<file path="config.mk">
export PLATFORM = sky130hd
export DESIGN_NAME = req_ack_32bit_receiver_flat
export DESIGN_NICKNAME = d
export VERILOG_FILES = /design/src/rtl/req_ack_32bit_receiver_pkg.sv /design/src/rtl/req_ack_32bit_receiver_if.sv /design/src/rtl/req_ack_32bit_receiver_sync_ff.sv /design/src/rtl/req_ack_32bit_receiver.sv /design/src/flat_wrapper.sv
export SDC_FILE = /design/constraint.sdc
export NUM_CORES = 1
export LEC_CHECK = 0
export CAP_MARGIN = 30
export CELL_PAD_IN_SITES_DETAIL_PLACEMENT = 0
export CELL_PAD_IN_SITES_GLOBAL_PLACEMENT = 1
export CORE_ASPECT_RATIO = 1.1
export CORE_MARGIN = 4
export CORE_UTILIZATION = 43
export DETAILED_ROUTE_END_ITERATION = 12
export PLACE_DENSITY_LB_ADDON = 0.25
export REMOVE_ABC_BUFFERS = 1
export SETUP_SLACK_MARGIN = 0.3
export SLEW_MARGIN = 15
export SYNTH_ARGS = -nofsm -noshare
export SYNTH_HDL_FRONTEND = slang
export SYNTH_SLANG_ARGS = --single-unit
</file>
<file path="constraint.sdc">
create_clock -name s_axis_aclk -period 5.8 [get_ports s_axis_aclk]
set_clock_uncertainty 0.05 [all_clocks]
set_input_delay 1.16 -clock s_axis_aclk [delete_from_list [all_inputs] [get_ports s_axis_aclk]]
set_output_delay 1.16 -clock s_axis_aclk [all_outputs]
set_load 0.01 [all_outputs]
</file>
<file path="src/rtl/req_ack_32bit_receiver_pkg.sv">
// Shared definitions for the 32-bit request/acknowledge receive path:
// link FSM encoding, word/frame widths and the frame packing helper.
package req_ack_32bit_receiver_pkg;

    localparam int unsigned LINK_W  = 32;
    localparam int unsigned FRAME_W = 64;

    typedef enum logic [1:0] {
        ST_INIT     = 2'd0,
        ST_IDLE     = 2'd1,
        ST_CAPTURE  = 2'd2,
        ST_WAIT_REL = 2'd3
    } link_state_e;

    // Places the first link word of a pair in the upper or lower half of the frame.
    function automatic logic [FRAME_W-1:0] pack_frame(
        input logic [LINK_W-1:0] first_word,
        input logic [LINK_W-1:0] second_word,
        input logic              high_first
    );
        logic [FRAME_W-1:0] frame;
        if (high_first) begin
            frame = {first_word, second_word};
        end else begin
            frame = {second_word, first_word};
        end
        return frame;
    endfunction

endpackage

</file>
<file path="src/rtl/req_ack_32bit_receiver_if.sv">
// Link and AXI-Stream signals of the receiver grouped as one bundle.
// master: the receiver (consumes the link, sources the stream).
// slave : the environment (drives the link, sinks the stream).
interface req_ack_32bit_receiver_if;
    import req_ack_32bit_receiver_pkg::*;

    logic                request;
    logic [LINK_W-1:0]   din;
    logic                acknowledge;
    logic                m_axis_tvalid;
    logic                m_axis_tready;
    logic [FRAME_W-1:0]  m_axis_tdata;
    logic                m_axis_tlast;

    modport master (
        input  request,
        input  din,
        output acknowledge,
        output m_axis_tvalid,
        input  m_axis_tready,
        output m_axis_tdata,
        output m_axis_tlast
    );

    modport slave (
        output request,
        output din,
        input  acknowledge,
        input  m_axis_tvalid,
        output m_axis_tready,
        input  m_axis_tdata,
        input  m_axis_tlast
    );

endinterface

</file>
<file path="src/rtl/req_ack_32bit_receiver_sync_ff.sv">
// Multi-flop synchronizer for a single asynchronous control bit.
// RESET_VAL selects what the chain reports while and just after reset.
module sync_ff #(
    parameter int unsigned STAGES    = 2,
    parameter logic        RESET_VAL = 1'b0
) (
    input  logic clk,
    input  logic rst_n,
    input  logic d,
    output logic q
);

    logic [STAGES-1:0] chain_r;

    // Shift the asynchronous input through the flop chain.
    always_ff @(posedge clk or negedge rst_n) begin
        if (!rst_n) begin
            chain_r <= {STAGES{RESET_VAL}};
        end else begin
            chain_r <= {chain_r[STAGES-2:0], d};
        end
    end

    assign q = chain_r[STAGES-1];

endmodule

</file>
<file path="src/rtl/req_ack_32bit_receiver.sv">
// Receive side of the 32-bit request/acknowledge link. Words are taken with a
// 4-phase handshake, paired into 64-bit frames and offered on an AXI-Stream
// master port; tlast follows a programmable packet length.
module req_ack_32bit_receiver
    import req_ack_32bit_receiver_pkg::*;
#(
    parameter int unsigned SYNC_STAGES = 2,
    parameter bit          HIGH_FIRST  = 1'b1
) (
    input  logic                         s_axis_aclk,
    input  logic                         s_axis_aresetn,
    req_ack_32bit_receiver_if.master     bus,
    input  logic [31:0]                  recv_len,
    output logic [31:0]                  beat_cnt,
    output logic [31:0]                  tlast_cnt
);

    logic               req_s;
    link_state_e        state_r;
    link_state_e        state_nxt_s;
    logic               ack_r;
    logic [LINK_W-1:0]  half_q_r;
    logic               half_v_r;
    logic               tvalid_r;
    logic               tlast_r;
    logic [FRAME_W-1:0] tdata_r;
    logic [31:0]        pkt_idx_r;
    logic [31:0]        pkt_idx_nxt_s;
    logic [31:0]        beat_cnt_r;
    logic [31:0]        tlast_cnt_r;
    logic               hs_s;
    logic               can_take_s;
    logic               capture_s;
    logic               load_s;
    logic               tlast_new_s;

    // The synchronizer resets to 1 so a request still high from before reset
    // keeps the FSM in INIT until the sender has visibly released it.
    sync_ff #(
        .STAGES    (SYNC_STAGES),
        .RESET_VAL (1'b1)
    ) u_req_sync (
        .clk   (s_axis_aclk),
        .rst_n (s_axis_aresetn),
        .d     (bus.request),
        .q     (req_s)
    );

    assign hs_s       = tvalid_r & bus.m_axis_tready;
    assign can_take_s = (~half_v_r) | (~tvalid_r) | hs_s;
    assign capture_s  = (state_r == ST_CAPTURE);
    assign load_s     = capture_s & half_v_r;

    // Link FSM next-state decode.
    always_comb begin
        state_nxt_s = state_r;
        case (state_r)
            ST_INIT: begin
                if (!req_s) begin
                    state_nxt_s = ST_IDLE;
                end else begin
                    state_nxt_s = ST_INIT;
                end
            end
            ST_IDLE: begin
                if (req_s && can_take_s) begin
                    state_nxt_s = ST_CAPTURE;
                end else begin
                    state_nxt_s = ST_IDLE;
                end
            end
            ST_CAPTURE: begin
                state_nxt_s = ST_WAIT_REL;
            end
            ST_WAIT_REL: begin
                if (!req_s) begin
                    state_nxt_s = ST_IDLE;
                end else begin
                    state_nxt_s = ST_WAIT_REL;
                end
            end
            default: begin
                state_nxt_s = ST_INIT;
            end
        endcase
    end

    // Link FSM state register; acknowledge is registered from the next state so
    // it rises on the edge that enters CAPTURE and falls on the edge leaving WAIT_REL.
    always_ff @(posedge s_axis_aclk or negedge s_axis_aresetn) begin
        if (!s_axis_aresetn) begin
            state_r <= ST_INIT;
            ack_r   <= 1'b0;
        end else begin
            state_r <= state_nxt_s;
            ack_r   <= (state_nxt_s == ST_CAPTURE) || (state_nxt_s == ST_WAIT_REL);
        end
    end

    // Packet index as it will stand after this cycle's handshake; tlast of a
    // newly loaded beat is derived from it so a same-cycle drain is accounted for.
    always_comb begin
        pkt_idx_nxt_s = pkt_idx_r;
        if (hs_s) begin
            if (tlast_r) begin
                pkt_idx_nxt_s = 32'd0;
            end else begin
                pkt_idx_nxt_s = pkt_idx_r + 32'd1;
            end
        end else begin
            pkt_idx_nxt_s = pkt_idx_r;
        end
        tlast_new_s = (recv_len != 32'd0) && (pkt_idx_nxt_s == (recv_len - 32'd1));
    end

    // Half-word slot: first word of a pair waits here for its partner.
    always_ff @(posedge s_axis_aclk or negedge s_axis_aresetn) begin
        if (!s_axis_aresetn) begin
            half_q_r <= '0;
            half_v_r <= 1'b0;
        end else if (capture_s) begin
            if (half_v_r) begin
                half_v_r <= 1'b0;
            end else begin
                half_q_r <= bus.din;
                half_v_r <= 1'b1;
            end
        end else begin
            half_v_r <= half_v_r;
        end
    end

    // Single-entry output register; a load wins over a drain in the same cycle.
    always_ff @(posedge s_axis_aclk or negedge s_axis_aresetn) begin
        if (!s_axis_aresetn) begin
            tvalid_r <= 1'b0;
            tlast_r  <= 1'b0;
            tdata_r  <= '0;
        end else if (load_s) begin
            tvalid_r <= 1'b1;
            tlast_r  <= tlast_new_s;
            tdata_r  <= pack_frame(half_q_r, bus.din, HIGH_FIRST);
        end else if (hs_s) begin
            tvalid_r <= 1'b0;
            tlast_r  <= 1'b0;
        end else begin
            tvalid_r <= tvalid_r;
        end
    end

    // Packet index and handoff statistics, advanced only on completed handshakes.
    always_ff @(posedge s_axis_aclk or negedge s_axis_aresetn) begin
        if (!s_axis_aresetn) begin
            pkt_idx_r   <= 32'd0;
            beat_cnt_r  <= 32'd0;
            tlast_cnt_r <= 32'd0;
        end else if (hs_s) begin
            pkt_idx_r   <= pkt_idx_nxt_s;
            beat_cnt_r  <= beat_cnt_r + 32'd1;
            tlast_cnt_r <= tlast_cnt_r + {31'd0, tlast_r};
        end else begin
            pkt_idx_r   <= pkt_idx_r;
        end
    end

    assign bus.acknowledge   = ack_r;
    assign bus.m_axis_tvalid = tvalid_r;
    assign bus.m_axis_tdata  = tdata_r;
    assign bus.m_axis_tlast  = tlast_r;
    assign beat_cnt          = beat_cnt_r;
    assign tlast_cnt         = tlast_cnt_r;

endmodule

</file>
<file path="src/flat_wrapper.sv">
// flat-port wrapper written by rule: the top's interface ports become plain ports
module req_ack_32bit_receiver_flat import req_ack_32bit_receiver_pkg::*;
#(
    parameter int unsigned SYNC_STAGES = 2,
    parameter bit          HIGH_FIRST  = 1'b1
)
  (s_axis_aclk, s_axis_aresetn, recv_len, beat_cnt, tlast_cnt, bus_request, bus_din, bus_acknowledge, bus_m_axis_tvalid, bus_m_axis_tready, bus_m_axis_tdata, bus_m_axis_tlast);
  req_ack_32bit_receiver_if bus_i ();
  input  logic s_axis_aclk;
  input  logic s_axis_aresetn;
  input  logic [31:0] recv_len;
  output logic [31:0] beat_cnt;
  output logic [31:0] tlast_cnt;
  input wire logic [$bits(bus_i.request)-1:0] bus_request;
  input wire logic [$bits(bus_i.din)-1:0] bus_din;
  output wire logic [$bits(bus_i.acknowledge)-1:0] bus_acknowledge;
  output wire logic [$bits(bus_i.m_axis_tvalid)-1:0] bus_m_axis_tvalid;
  input wire logic [$bits(bus_i.m_axis_tready)-1:0] bus_m_axis_tready;
  output wire logic [$bits(bus_i.m_axis_tdata)-1:0] bus_m_axis_tdata;
  output wire logic [$bits(bus_i.m_axis_tlast)-1:0] bus_m_axis_tlast;
  assign bus_i.request = bus_request;
  assign bus_i.din = bus_din;
  assign bus_acknowledge = bus_i.acknowledge;
  assign bus_m_axis_tvalid = bus_i.m_axis_tvalid;
  assign bus_i.m_axis_tready = bus_m_axis_tready;
  assign bus_m_axis_tdata = bus_i.m_axis_tdata;
  assign bus_m_axis_tlast = bus_i.m_axis_tlast;
  req_ack_32bit_receiver #(.SYNC_STAGES(SYNC_STAGES), .HIGH_FIRST(HIGH_FIRST)) u_core (.s_axis_aclk(s_axis_aclk), .s_axis_aresetn(s_axis_aresetn), .bus(bus_i), .recv_len(recv_len), .beat_cnt(beat_cnt), .tlast_cnt(tlast_cnt));
endmodule
</file>
### Word level (Yosys, flattened, before mapping)

Cells that the tools add are included.

| word-level totals | value |
|---|---|
| logic and storage cells | 44 |
| output and inout bits | 131 |
| bits in registers | 200 |
| bits of input ports | 68 |

| operators by class | value |
|---|---|
| equality and inequality tests | 6 |
| reductions and logical operators | 7 |
| add/sub/neg operators | 4 |
| mux-type cells | 10 |
| bitwise logic cells | 6 |

Operators with widths:

| cell | count |
|---|---|
| $add 32x1->32 const B | 2 |
| $mux 32 | 2 |
| $add 32x1->32 | 1 |
| $eq 32x32->1 | 1 |
| $reduce_bool 32->1 | 1 |
| $sub 32x1->32 const B | 1 |
| $eq 2x2->1 const B | 4 |
| $pmux 2 s4 | 1 |
| $mux 1 | 5 |
| $mux 2 | 2 |
| $and 1x1->1 | 2 |
| $eq 2x1->1 const B | 1 |
| $logic_and 1x1->1 | 2 |
| $logic_not 2->1 | 1 |
| $not 1->1 | 2 |
| $or 1x1->1 | 2 |
| $reduce_and 2->1 | 1 |
| $reduce_bool 2->1 | 1 |
| $logic_or 1x1->1 | 1 |

### Longest topological paths before layout

| depth | value |
|---|---|
| word-level depth | 8 |
| mapped depth | 13 |

### Cells and area by module

From an unflattened synthesis, not the netlist that was laid out.

| unflattened totals | value |
|---|---|
| cell total of the unflattened synthesis | 806 |
| area, all modules | 9377.7 sq um |

By module, submodules not included:

| module | cells each | seq. area each (sq um) | area each (sq um) | instances |
|---|---|---|---|---|
| req_ack_32bit_receiver | 804 | 4954.8 | 9325.2 | 1 |
| sync_ff | 2 | 52.6 | 52.6 | 1 |

### Worst setup path before layout

Ideal clock, no wire load.

| timing path | value |
|---|---|
| path type | in2reg |
| from | input port recv_len[4] |
| to | register u_core.tlast_r (netlist: u_core.bus.m_axis_tlast) |
| data required time | 5.655 ns |
| library setup time | 0.095 ns |
| buffers on the path | 1 |
| stages | 10 |
| arrival | 3.786 ns |
| slack | 1.869 ns |
| path through | or4_4 buf_6 nor4_1 nand3_1 or3_1 xnor2_1 xor2_1 nor3_1 o2111ai_1 o31ai_1 |

| on the way | value |
|---|---|
| cells in the longest elaborated chain, start to end | 4 |

Ends and longest elaborated chain:

| item | line | source |
|---|---|---|
| start: declaration | flat_wrapper.sv:11 | `input logic [31:0] recv_len;` |
| $sub 32x1->32 | req_ack_32bit_receiver.sv:113 | `tlast_new_s = (recv_len != 32'd0) && (pkt_idx_nxt_s == (recv_len - 32'd1));` |
| $eq 32x32->1 | req_ack_32bit_receiver.sv:113 |  |
| $logic_and 1x1->1 * | req_ack_32bit_receiver.sv:113 |  |
| $mux 1 * | req_ack_32bit_receiver.sv:139 | `end else if (load_s) begin` |
| end signal: assignment | req_ack_32bit_receiver.sv:141 | `tlast_r <= tlast_new_s;` |
| end: declaration | req_ack_32bit_receiver.sv:25 | `logic tlast_r;` |

Every way passes the cells marked *; elsewhere a longest branch is shown, timed or not.
A chain may end at the register's enable or synchronous reset.

### Final worst setup path

| timing path | value |
|---|---|
| from | input port recv_len[0] |
| to | register u_core.tlast_r (netlist: u_core.bus.m_axis_tlast) |

Same word-level chain as after synthesis.

==> impl_metrics.toml <==
[clocking]
cts_root_buf = "clkbuf_16"
ctsHoldBuffers = 0
clkTransAtPathRegs_ns = 0.07
clk_path_buf_depth = 2
cts_tree = "done"
clk_latency_ns = 0.43
post_cts_buffers = 0
clkSinkCount = 199
post_cts_resized = 0
htree_levels = 4
numCtsBuffers = 17

[sta]
finalHoldViolCount = 0
final.period_utilization_pct = 72.2
setup_violations = 0
fin_tns_setup_ns = 0
fmax_mhz = 239
rsz0062_at_grt = "no"
min_period_ns = 4.19
relSlewSlack_pct = 39.7
report.final.slew_viol_count = 0
worst_slew_pin_slew_ns = 0.904

[critical_path]
cp.required_ns = 6.08
r2r_setup_slack_ns = 2.36
slowest_delay_ns = 0.62
crit_family = "simple AND/OR/NAND/NOR gates"
crit_end = "u_core.bus.m_axis_tlast"
path_buf_inv = 2
reg2reg_depth = 10
cp_slowest_cell = "or4_1"
reg2reg_to = "u_core.bus.m_axis_tlast"
start_kind = "input pin"
critPathMaxFanout = 6
end_kind = "flop"
arrival_ns = 4.47
worstReg2RegStart = "u_core.pkt_idx_r[0]"
crit_type = "input pin to flop"
cp.depth = 12
path_cells = "clkdlybuf4s50_1 -> inv_1 -> ha_1 -> or3b_2 -> nor4_4 -> nand2_2 -> or4_1 -> o41ai_2 -> nand4b_1 -> nor4_2 -> o2111ai_1 -> o31ai_1"
critPathLaunch = "recv_len[0]"

[synthesis]
yosysWarnings = 0
yosysSeqAreaShare_pct = 53.0
ys_async_sr_fraction_pct = 100
synth_edf_count = 0
synth.distinct_cells = 55
synth_area_leaders = "dfrtp_1 (52%), mux2_2 (12%), xnor2_1 (8.0%)"
synth_top_area_share_pct = 52.5
syn_area_per_cell_um2 = 11.4
synth_most_common_cell = "dfrtp_1"
postSynthCellCount = 825
synth_top_cell_by_area = "dfrtp_1"
synth-seq-cells = 199
synth_top_flop_cell = "dfrtp_1"
synth_area_um2 = 9400
synth.top_cells.by_count = "dfrtp_1 (197), mux2_2 (98), xnor2_1 (86)"

[route]
drc_errors = 0
wl_per_cell_um = 16.7
num_vias = 6929
postRouteAntennaNets = 0
detailedRoute.firstIterationViolations = 464
first_pass_iters = 5
post_drt_via_cell_ratio = 5.24
wl_um = 22100

[finish]
antenna_cells = 0
drive_above_1_share_pct = 15.2
fin_nets = 1092
area_delta_synth_final_pct = 30.9
post-route-util_pct = 57.4

[pwr]
powerDensity_nw_per_um2 = 354
p_leak_nw = 5.12
fin_total_pwr_mw = 4.35
peakVddDrop_uv = 179

[placement]
gp_congestion = 0.868
dpl.hpwl_um = 16200
io_buffer_count = 198

[floorplan]
fp.coreArea_um2 = 21400
num_io_pins = 199
initial_core_util_pct = 43.8
dieWidth_um = 149
die_area_um2 = 24300
die_h_um = 163
num_rows = 56

[min_path]
hold_class = "flop to flop"

[grt]
grt_antenna_before_repair = 0
gr-total-overflow = 0
first_global_vias = 6721
grt_max_degree = 131
grt_pass1_wl_um = 35400
grt_use_total_pct = 18.1

[flow_run]
drv_cap = 0

[status]
status = "complete, no violations"
[cell type report]
cell class,instances,area [um^2]
Fill cell,1880,9140
Sequential cell,199,4980
Multi-Input combinational cell,582,4260
Timing Repair Buffer,207,2070
Clock buffer,19,453
Tap cell,290,363
Clock inverter,13,134
Inverter,12,45.0
[metrics by stage]
| step | instances | hold WS [ns] | cell area, um^2 | setup WS, ns |
|---|---|---|---|---|
| final | 1322 | 0.306 | 12300 | 1.61 |
| after global routing | 1322 | 0.310 | 12300 | 1.40 |
| after CTS | 1322 | 0.306 | 12300 | 1.61 |
| after detailed placement | 1290 | 0.297 | 11700 | 1.16 |
| after global placement | 1290 | 0.296 | 11700 | 1.25 |
| after floorplan | 793 | 0.295 | 9270 | 1.90 |
[power breakdown]
part	switching, mW	total, mW	internal (mW)
Sequential	0.189	1.94	1.75
Clock	0.546	1.18	0.630
Combinational	0.468	1.23	0.764
[flip-flops by register name, summed over array words and instances, names as in the netlist, 2 cells and up]
register                   count
u_core.u_req_sync.chain_r      2
u_core.half_q_r               32
u_core.beat_cnt               32
u_core.tlast_cnt              32
u_core.bus.m_axis_tdata       64
u_core.pkt_idx_r              32
[cells by family after synthesis]
kind of cell | synth area share, %
AND/OR/NAND/NOR | 17.3
flip-flops | 53.0
XOR/XNOR | 11.0
multiplexers | 12.2
AO/OA/AOI/OAI | 4.05
buffers and inverters | 1.85
adder cells (fa/ha/maj) | 0.666
[routing by layer]
metal  vias to the layer above  GRT usage (%)  share of wire, %
met5                         -              0                 0
met4                         0           4.70               1.3
met2                       187           30.0                49
met1                      3378           24.5                45
li1                       3345              -                 -
met3                        19           3.27               5.1
[worst min path at each step]
stage | slack (ns) | endpoint | startpoint | depth (start not counted)
2_1_floorplan | 0.30 | u_core.u_req_sync.chain_r[1] | u_core.u_req_sync.chain_r[0] | 0
3_3_place_gp | 0.30 | u_core.u_req_sync.chain_r[1] | u_core.u_req_sync.chain_r[0] | 0
3_5_place_dp | 0.30 | u_core.u_req_sync.chain_r[1] | u_core.u_req_sync.chain_r[0] | 0
4_1_cts | 0.31 | u_core.u_req_sync.chain_r[1] | u_core.u_req_sync.chain_r[0] | 0
5_1_grt | 0.31 | u_core.u_req_sync.chain_r[1] | u_core.u_req_sync.chain_r[0] | 0
6_report | 0.31 | u_core.u_req_sync.chain_r[1] | u_core.u_req_sync.chain_r[0] | 0
[layout by cell type (no fill, tap or decap), types with 14 or more instances in the layout]
master	count
xor2_1	32
nor3_1	18
nand2_1	69
nand3_1	38
mux2_2	98
clkdlybuf4s50_1	197
xnor2_1	86
clkbuf_16	17
nand4_1	27
a21oi_1	14
nor2_1	47
dfrtp_1	197
or4_1	16
and3_1	24
No activity file was read; power rests on OpenSTA's default activity.
